--- src/rtl/min_max_pkg.sv ---
// min_max_pkg: display-mode encoding and default sizing shared by the min/max display blocks.
package min_max_pkg;

    typedef enum logic [1:0] {
        COM_NORMAL = 2'b00,
        COM_LINEAR = 2'b01,
        COM_OFF    = 2'b10,
        COM_ON     = 2'b11
    } com_t;

    localparam int VALSIZE_DEF     = 4;
    localparam int OSC_DIV_DEF     = 8;
    localparam int OSC_DUTY_DEF    = 2;
    localparam int SYNC_STAGES_DEF = 2;

    function automatic com_t com_next(input com_t c);
        return com_t'(c + 2'd1);
    endfunction

endpackage

--- src/rtl/button_sync_edge.sv ---
// button_sync_edge: synchronizes an asynchronous button and emits a registered 1-cycle pulse per press.
module button_sync_edge #(
    parameter int SYNC_STAGES = 2
) (
    input  logic clk_i,
    input  logic rst_ni,
    input  logic btn_i,
    output logic pulse_o
);

    logic [SYNC_STAGES-1:0] sync_q, fill_q;
    logic                   prev_q, arm_q, pulse_q;
    logic                   btn_s;

    assign btn_s   = sync_q[SYNC_STAGES-1];
    assign pulse_o = pulse_q;

    // arm_q only sets once a genuine low has been seen, so a button held through reset stays silent
    always_ff @(posedge clk_i or negedge rst_ni) begin
        if (!rst_ni) begin
            sync_q  <= '0;
            fill_q  <= '0;
            prev_q  <= 1'b0;
            arm_q   <= 1'b0;
            pulse_q <= 1'b0;
        end else begin
            sync_q  <= {sync_q[SYNC_STAGES-2:0], btn_i};
            fill_q  <= {fill_q[SYNC_STAGES-2:0], 1'b1};
            prev_q  <= btn_s;
            arm_q   <= arm_q | (fill_q[SYNC_STAGES-1] & ~btn_s);
            pulse_q <= arm_q & btn_s & ~prev_q;
        end
    end

endmodule

--- src/rtl/min_max_input_ctrl.sv ---
// min_max_input_ctrl: turns buttons/switches into registered com/min/max/val/osc inputs for the display stage.
module min_max_input_ctrl
    import min_max_pkg::*;
#(
    parameter int VALSIZE     = VALSIZE_DEF,
    parameter int OSC_DIV     = OSC_DIV_DEF,
    parameter int OSC_DUTY    = OSC_DUTY_DEF,
    parameter int SYNC_STAGES = SYNC_STAGES_DEF
) (
    input  logic               clk_i,
    input  logic               rst_ni,
    input  logic               inc_i,
    input  logic               dec_i,
    input  logic               mode_i,
    input  logic [VALSIZE-1:0] min_i,
    input  logic [VALSIZE-1:0] max_i,
    output logic [1:0]         com_o,
    output logic [VALSIZE-1:0] min_o,
    output logic [VALSIZE-1:0] max_o,
    output logic [VALSIZE-1:0] val_o,
    output logic               osc_o
);

    localparam int CW = (OSC_DIV > 1) ? $clog2(OSC_DIV) : 1;

    logic               inc_p, dec_p, mode_p;
    com_t               com_q, com_d;
    logic [VALSIZE-1:0] min_q, min_d, max_q, max_d, val_q, val_d;
    logic [CW-1:0]      cnt_q, cnt_d;
    logic               osc_q, osc_d;

    button_sync_edge #(.SYNC_STAGES(SYNC_STAGES)) u_inc (
        .clk_i(clk_i), .rst_ni(rst_ni), .btn_i(inc_i), .pulse_o(inc_p)
    );
    button_sync_edge #(.SYNC_STAGES(SYNC_STAGES)) u_dec (
        .clk_i(clk_i), .rst_ni(rst_ni), .btn_i(dec_i), .pulse_o(dec_p)
    );
    button_sync_edge #(.SYNC_STAGES(SYNC_STAGES)) u_mode (
        .clk_i(clk_i), .rst_ni(rst_ni), .btn_i(mode_i), .pulse_o(mode_p)
    );

    // clamping wins over button pulses, which are then simply dropped
    always_comb begin
        min_d = (min_i <= max_i) ? min_i : min_q;
        max_d = (min_i <= max_i) ? max_i : max_q;
        val_d = (val_q < min_q)                      ? min_q :
                (val_q > max_q)                      ? max_q :
                (com_q[1] || (inc_p && dec_p))       ? val_q :
                (inc_p && val_q < max_q)             ? val_q + 1'b1 :
                (!inc_p && dec_p && val_q > min_q)   ? val_q - 1'b1 : val_q;
        com_d = mode_p ? com_next(com_q) : com_q;
        cnt_d = (cnt_q == CW'(OSC_DIV - 1)) ? '0 : cnt_q + 1'b1;
        osc_d = cnt_q < CW'(OSC_DUTY);
    end

    always_ff @(posedge clk_i or negedge rst_ni) begin
        if (!rst_ni) begin
            com_q <= COM_NORMAL;
            min_q <= '0;
            max_q <= '1;
            val_q <= '0;
            cnt_q <= '0;
            osc_q <= 1'b0;
        end else begin
            com_q <= com_d;
            min_q <= min_d;
            max_q <= max_d;
            val_q <= val_d;
            cnt_q <= cnt_d;
            osc_q <= osc_d;
        end
    end

    assign com_o = com_q;
    assign min_o = min_q;
    assign max_o = max_q;
    assign val_o = val_q;
    assign osc_o = osc_q;

endmodule
--- config.mk ---
export PLATFORM = sky130hd
export DESIGN_NAME = min_max_input_ctrl
export DESIGN_NICKNAME = d
export VERILOG_FILES = /design/src/rtl/min_max_pkg.sv /design/src/rtl/button_sync_edge.sv /design/src/rtl/min_max_input_ctrl.sv
export SDC_FILE = /design/constraint.sdc
export NUM_CORES = 1
export LEC_CHECK = 0
export ABC_CLOCK_PERIOD_IN_PS = 3800
export CAP_MARGIN = 20
export CORE_ASPECT_RATIO = 2
export CORE_MARGIN = 1
export CORE_UTILIZATION = 45
export DETAILED_ROUTE_END_ITERATION = 8
export PLACE_DENSITY = 0.69
export SLEW_MARGIN = 20
export SYNTH_ARGS = -nofsm -noshare
export SYNTH_HDL_FRONTEND = slang
export SYNTH_SLANG_ARGS = --single-unit
--- constraint.sdc ---
create_clock -name clk_i -period 3.8 [get_ports clk_i]
set_clock_uncertainty 0.1 [all_clocks]
set_input_delay 0.76 -clock clk_i [delete_from_list [all_inputs] [get_ports clk_i]]
set_output_delay 0.76 -clock clk_i [all_outputs]
set_load 0.01 [all_outputs]
==> reports/metrics.yaml, run 1 <==
synth:
  async_flop_share_pct: 100.0
  ys_seq_area_share_pct: 53.58
  yosysUniqueCellTypes: 34
  synth-compound-area-share_pct: 10.58
  avgSynthCellArea_sq_um: 12.09
  synthXorXnorAreaFrac_pct: 2.664
  synthAdderAreaFrac_pct: 13.39
  syn_nets: 166
  yosysWarnings: 0
  synth_simple_gate_area_share_pct: 8.143
  synthCells: 136
  dominantRegCellSynth: "dfrtp_1"
  yosys_register_bits: 35
  synth-edff-count: 0
  synth_top_family_by_area: "adder cells"
  synth_mux_area_share_pct: 7.686
  syn-cell-area_sq_um: 1644
worst_setup_path:
  critPathRequiredTime_ns: 3.88
  path_max_fanout: 6
  critical_path_class: "flip-flop to flip-flop"
  worst_setup_path_start_kind: "flip-flop"
  cp.arrival_ns: 3.31
  r2r_start: "max_o[1]"
  critPathLaunch: "max_o[1]"
  critPathCaptureType: "flip-flop"
global_routing:
  antenna_found_initial: 0
  global_route.usage.met2_pct: 34.49
  met3_usage_pct: 2.697
  grt_pass1_wl_um: 5313
  met1_usage_pct: 20.31
  grt_busiest_layer: "met2"
  grt_max_degree: 36
  grt_usage_pct: 19.52
  first_global_vias: 1186
  overflow: 0
timing:
  timing.final.crit_share_pct: 85.01
  setup_slack_ns: 0.5695
  maxSlewViolCount: 0
  worst_pin_slew_ns: 0.6197
  max_freq_ghz: 0.3095
  slew_headroom_pct: 58.69
  hold_viol_final: 0
  holdWs_ns: 0.2513
  tns_ns: 0
  rsz0062_at_grt: "no"
  final-setup-viol-count: 0
  period_needed_ns: 3.231
drt:
  drt_pass1_iterations: 4
  drc_errors: 0
  drt-initial-drc-count: 24
  num_vias: 1103
  vias_per_cell: 5.037
  post_drt_wl_per_cell_um: 14.47
  ant_nets: 0
  wl_um: 3168
cts:
  cts_resized: 0
  cts_made_buffers: 5
  cts_tree: "yes"
  clk_latency_ns: 0.28
  cts_setup_buffers: 0
  hold_buffers: 0
  cts-root-buf: "clkbuf_8"
  clock_path_buffers: 2
  clk_pin_slew_ns: 0.07
  cts_sinks: 35
  cts_max_level: 2
place:
  portBuffers: 27
  place_congestion: 0.7996
  dp_hpwl_um: 2514
  postPlaceCellArea_sq_um: 1977
  place_ws_ns: 0.5619
  placedCellCount: 211
flow_run:
  max-cap-violations: 0
pwr:
  ir_worst_vdd_mv: 0.4434
  power.total_mw: 1.448
  p_leak_nw: 0.9944
  power_per_cell_area_nw_per_um2: 692.9
final_layout:
  finalNonFillerCells: 219
  area_growth_pct: 27.09
  n_antenna_cell: 0
  final_area_sq_um: 2090
  multi_input_comb_area_sq_um: 701.9
  fillerInstances: 311
  post_route_cells_drive_above_1_share_pct: 11.70
  final_util_pct: 60.51
  fin_nets: 200
  regArea_sq_um: 880.8
floorplanning:
  coreArea_sq_um: 3453
  io_pins: 28
  initial_core_util_pct: 47.61
  rows: 30
  die_w_um: 44.74
  die-height_um: 87.48
  dieArea_sq_um: 3914
worst_hold_path:
  hp-class: "flip-flop to flip-flop"
  min_from: "u_dec.sync_q[0]"
run_status:
  status: "finished clean"
-- cells in the mapped netlist, drive strengths merged, types with 3 or more instances --
cell type   n  area share [%]
dfrtp      31              47
mux2i       7             4.3
xnor2       4             2.1
nor2b       3             1.1
ha         16              12
a21o        6             2.8
o21ai       3            0.91
nor2        8             1.8
inv        15             3.4
nand2       8             1.8
a21oi       6             2.5
dfstp       4             6.4
mux2        5             3.4
-- layout make-up --
type	instances	area share, %
inverter	15	2.695
clock buffer	5	3.293
sequential	35	42.16
tap	48	2.874
clock inverter	3	2.096
timing repair buffer	28	13.29
multi-input combinational	85	33.59
-- cell usage in the layout (no fill, tap or decap), drive strengths merged, types with 5 or more instances in the layout --
master,Yosys,layout
a21o,6,6
a21oi,6,6
clkbuf,0,5
clkdlybuf4s50,0,27
dfrtp,31,31
ha,16,16
inv,15,15
mux2,5,5
mux2i,7,7
nand2,8,8
nor2,8,8
-- cells by family (layout without fill, tap and decap cells) --
kind of cell | count (synthesis) | in the layout
fa+ha+maj | 17 | 17
buf+inv | 16 | 51
compound gates | 23 | 23
xor+xnor | 5 | 5
flops | 35 | 35
mux | 12 | 12
other cells | 1 | 1
simple gates | 27 | 27
-- state kept, by name, summed over array words and instances, names as in the netlist, 2 cells and up --
name,cells
com_o,2
cnt_q,3
u_inc.sync_q,2
val_o,4
min_o,4
u_mode.sync_q,2
max_o,4
u_dec.sync_q,2
-- power by group --
part / total, mW / internal (mW) / switching (mW)
registers: 0.497 / 0.434 / 0.0634
clock network: 0.328 / 0.195 / 0.133
logic: 0.623 / 0.309 / 0.314
total: 1.45 / 0.938 / 0.510
-- layer usage --
| metal | vias up | part of all wire (%) |
|---|---|---|
| li1 | 531 | - |
| met1 | 532 | 36 |
| met2 | 27 | 57 |
| met3 | 13 | 2.4 |
| met4 | 0 | 4.6 |
| met5 | - | 0 |
-- worst paths after layout --
kind                                    to  slack (ns)  cells after the start
max                               val_o[3]        0.57                     12
min                        u_dec.sync_q[1]        0.25                      0
max reg2reg                       val_o[3]        0.57                     12
min reg2reg                u_dec.sync_q[1]        0.25                      0
max in group asynchronous         max_o[2]        2.50                      2
min in group asynchronous    u_mode.prev_q        0.77                      2
-- worst max-delay path: stages (launching register included) --
cell and delay [ns]:
dfstp_2 0.54, inv_1 0.07, ha_1 0.31, nor2b_1 0.14, o211ai_2 0.28, nand3_1 0.26
ha_1 0.35, a21o_1 0.15, a21oi_1 0.17, xnor2_1 0.18, mux2i_1 0.24, a211oi_1 0.07
o31ai_1 0.26
(Power assumes the default switching activity.)
==> run 2, diff against run 1 <==
CORE_MARGIN = 5   (was 1)
CORE_UTILIZATION = 25   (was 45)
PLACE_DENSITY = not set   (was 0.69)
==> reports/metrics.yaml, run 2 (same netlist as run 1, synthesis figures left out) <==
timing:
  tns_ns: 0
  slew_headroom_pct: 61.02
  maxSlewViolCount: 0
  period_needed_ns: 3.071
  rsz0062_at_grt: "no"
  max_freq_ghz: 0.3256
  hold_viol_final: 0
  worst_pin_slew_ns: 0.5847
  timing.final.crit_share_pct: 80.82
  final-setup-viol-count: 0
place:
  portBuffers: 27
  postPlaceCellArea_sq_um: 2027
  dp_hpwl_um: 2320
  place_congestion: 0.8142
  placedCellCount: 251
floorplanning:
  die-height_um: 124.7
  rows: 42
  coreArea_sq_um: 6516
  die_w_um: 67.34
  io_pins: 28
  dieArea_sq_um: 8396
  initial_core_util_pct: 25.23
cts:
  cts_resized: 0
  cts_tree: "yes"
  cts_made_buffers: 5
  cts_max_level: 2
  cts_sinks: 35
  clk_latency_ns: 0.27
  cts_setup_buffers: 0
  clock_path_buffers: 2
  hold_buffers: 0
  cts-root-buf: "clkbuf_16"
  clk_pin_slew_ns: 0.05
worst_setup_path:
  critical_path_class: "flip-flop to flip-flop"
  cp_slowest_cell: "dfstp_2"
  crit_path_cell_trace: "inv_1, ha_1, nor2b_1, o211ai_2, nand3_1, ha_1, a21o_1, a21oi_1, xnor2_1, mux2i_1, a211oi_1, o31ai_1"
  endpoint: "val_o[3]"
  reg2reg_depth: 12
  max_stage_delay_ns: 0.54
  critPathCaptureType: "flip-flop"
  critPathLaunch: "max_o[1]"
  r2r_slack_ns: 0.73
  r2r_start: "max_o[1]"
  worst_r2r_endpoint: "val_o[3]"
  critPathRequiredTime_ns: 3.84
  worst_setup_path_start_kind: "flip-flop"
  cp.arrival_ns: 3.11
  path_max_fanout: 6
  path_common_cell: "ha_1"
worst_hold_path:
  hp-class: "flip-flop to flip-flop"
  hold_depth: 0
final_layout:
  fin_nets: 200
  post_route_cells_drive_above_1_share_pct: 11.11
  area_growth_pct: 31.89
  n_antenna_cell: 0
  final_area_sq_um: 2168
  layout_commonest_cell: "dfrtp_1"
  fillerInstances: 710
  finalNonFillerCells: 259
  final_cell_mix: "dfrtp_1 (31), clkdlybuf4s50_1 (27), ha_1 (16), inv_1 (15)"
pwr:
  ir_worst_vdd_mv: 0.3342
  power_per_cell_area_nw_per_um2: 686.0
  p_leak_nw: 1.003
global_routing:
  met1_usage_pct: 10.61
  global_route.usage.met2_pct: 13.17
  antenna_found_initial: 0
  first_global_vias: 1206
  met3_usage_pct: 1.805
  grt_busiest_layer: "met2"
  grt_usage_pct: 8.410
  grt_pass1_wl_um: 5520
  overflow: 0
  grt_max_degree: 36
drt:
  drt-initial-drc-count: 19
  num_vias: 1114
  post_drt_wl_per_cell_um: 11.85
  wl_um: 3070
  ant_nets: 0
  drt_pass1_iterations: 4
  drc_errors: 0
  vias_per_cell: 4.301
run_status:
  status: "finished clean"
flow_run:
  max-cap-violations: 0
[run 2: cell count changes in the layout (fill, tap and decap cells not counted)]
cell        before  now
clkinv_4         1    0
clkbuf_8         5    0
clkbuf_16        0    5
clkinvlp_4       0    1
clkbuf_1         0    1
bufinv_16        1    0
[run 2: worst min-delay path by stage]
stage | startpoint | end | slack (ns)
2_1_floorplan | u_mode.fill_q[0] | u_dec.fill_q[1] | 0.23
3_3_place_gp | u_mode.fill_q[0] | u_dec.fill_q[1] | 0.23
3_5_place_dp | u_mode.sync_q[0] | u_mode.sync_q[1] | 0.24
4_1_cts | u_mode.sync_q[0] | u_mode.sync_q[1] | 0.25
5_1_grt | u_mode.sync_q[0] | u_mode.sync_q[1] | 0.26
6_report | u_dec.sync_q[0] | u_dec.sync_q[1] | 0.25
[run 2: critical path, delay by kind of cell, from the launching register on]
| family | cells | cell delay [ns] |
|---|---|---|
| multiplexers | 1 | 0.12 |
| flip-flops | 1 | 0.54 |
| adder cells (fa/ha/maj) | 2 | 0.64 |
| AND/OR/NAND/NOR | 2 | 0.37 |
| AO/OA/AOI/OAI | 5 | 0.93 |
| buffers and inverters | 1 | 0.06 |
| XOR/XNOR | 1 | 0.18 |
[run 2: final cells by class]
cell class	instances	area [sq um]	share of cell area [%]
Clock buffer	6	128.9	5.943
Timing Repair Buffer	28	277.8	12.81
Sequential cell	35	880.8	40.62
Inverter	15	56.30	2.597
Tap cell	88	110.1	5.078
Clock inverter	2	12.51	0.5770
Multi-Input combinational cell	85	701.9	32.37
[run 2: layer usage]
layer	routed length [um]	share of wire, %
met1	1389	45
met2	1467	48
met4	57	1.9
met3	155	5.0
met5	0	0
[run 2: stage by stage]
stage	worst slack, ns	util (%)	hold slack (ns)	power (mW)
2_1_floorplan	0.9434	-	0.2312	0.9015
3_5_place_dp	0.7469	31.11	0.2355	1.112
4_1_cts	0.7290	33.28	0.2480	1.510
3_3_place_gp	0.8228	31.11	0.2331	1.096
5_1_grt	0.4316	33.28	0.2599	1.598
6_report	0.7288	33.28	0.2458	1.488
[run 2: where the power goes]
group	switching [mW]	internal, mW
Clock	0.146	0.241
Sequential	0.0710	0.435
Combinational	0.287	0.307
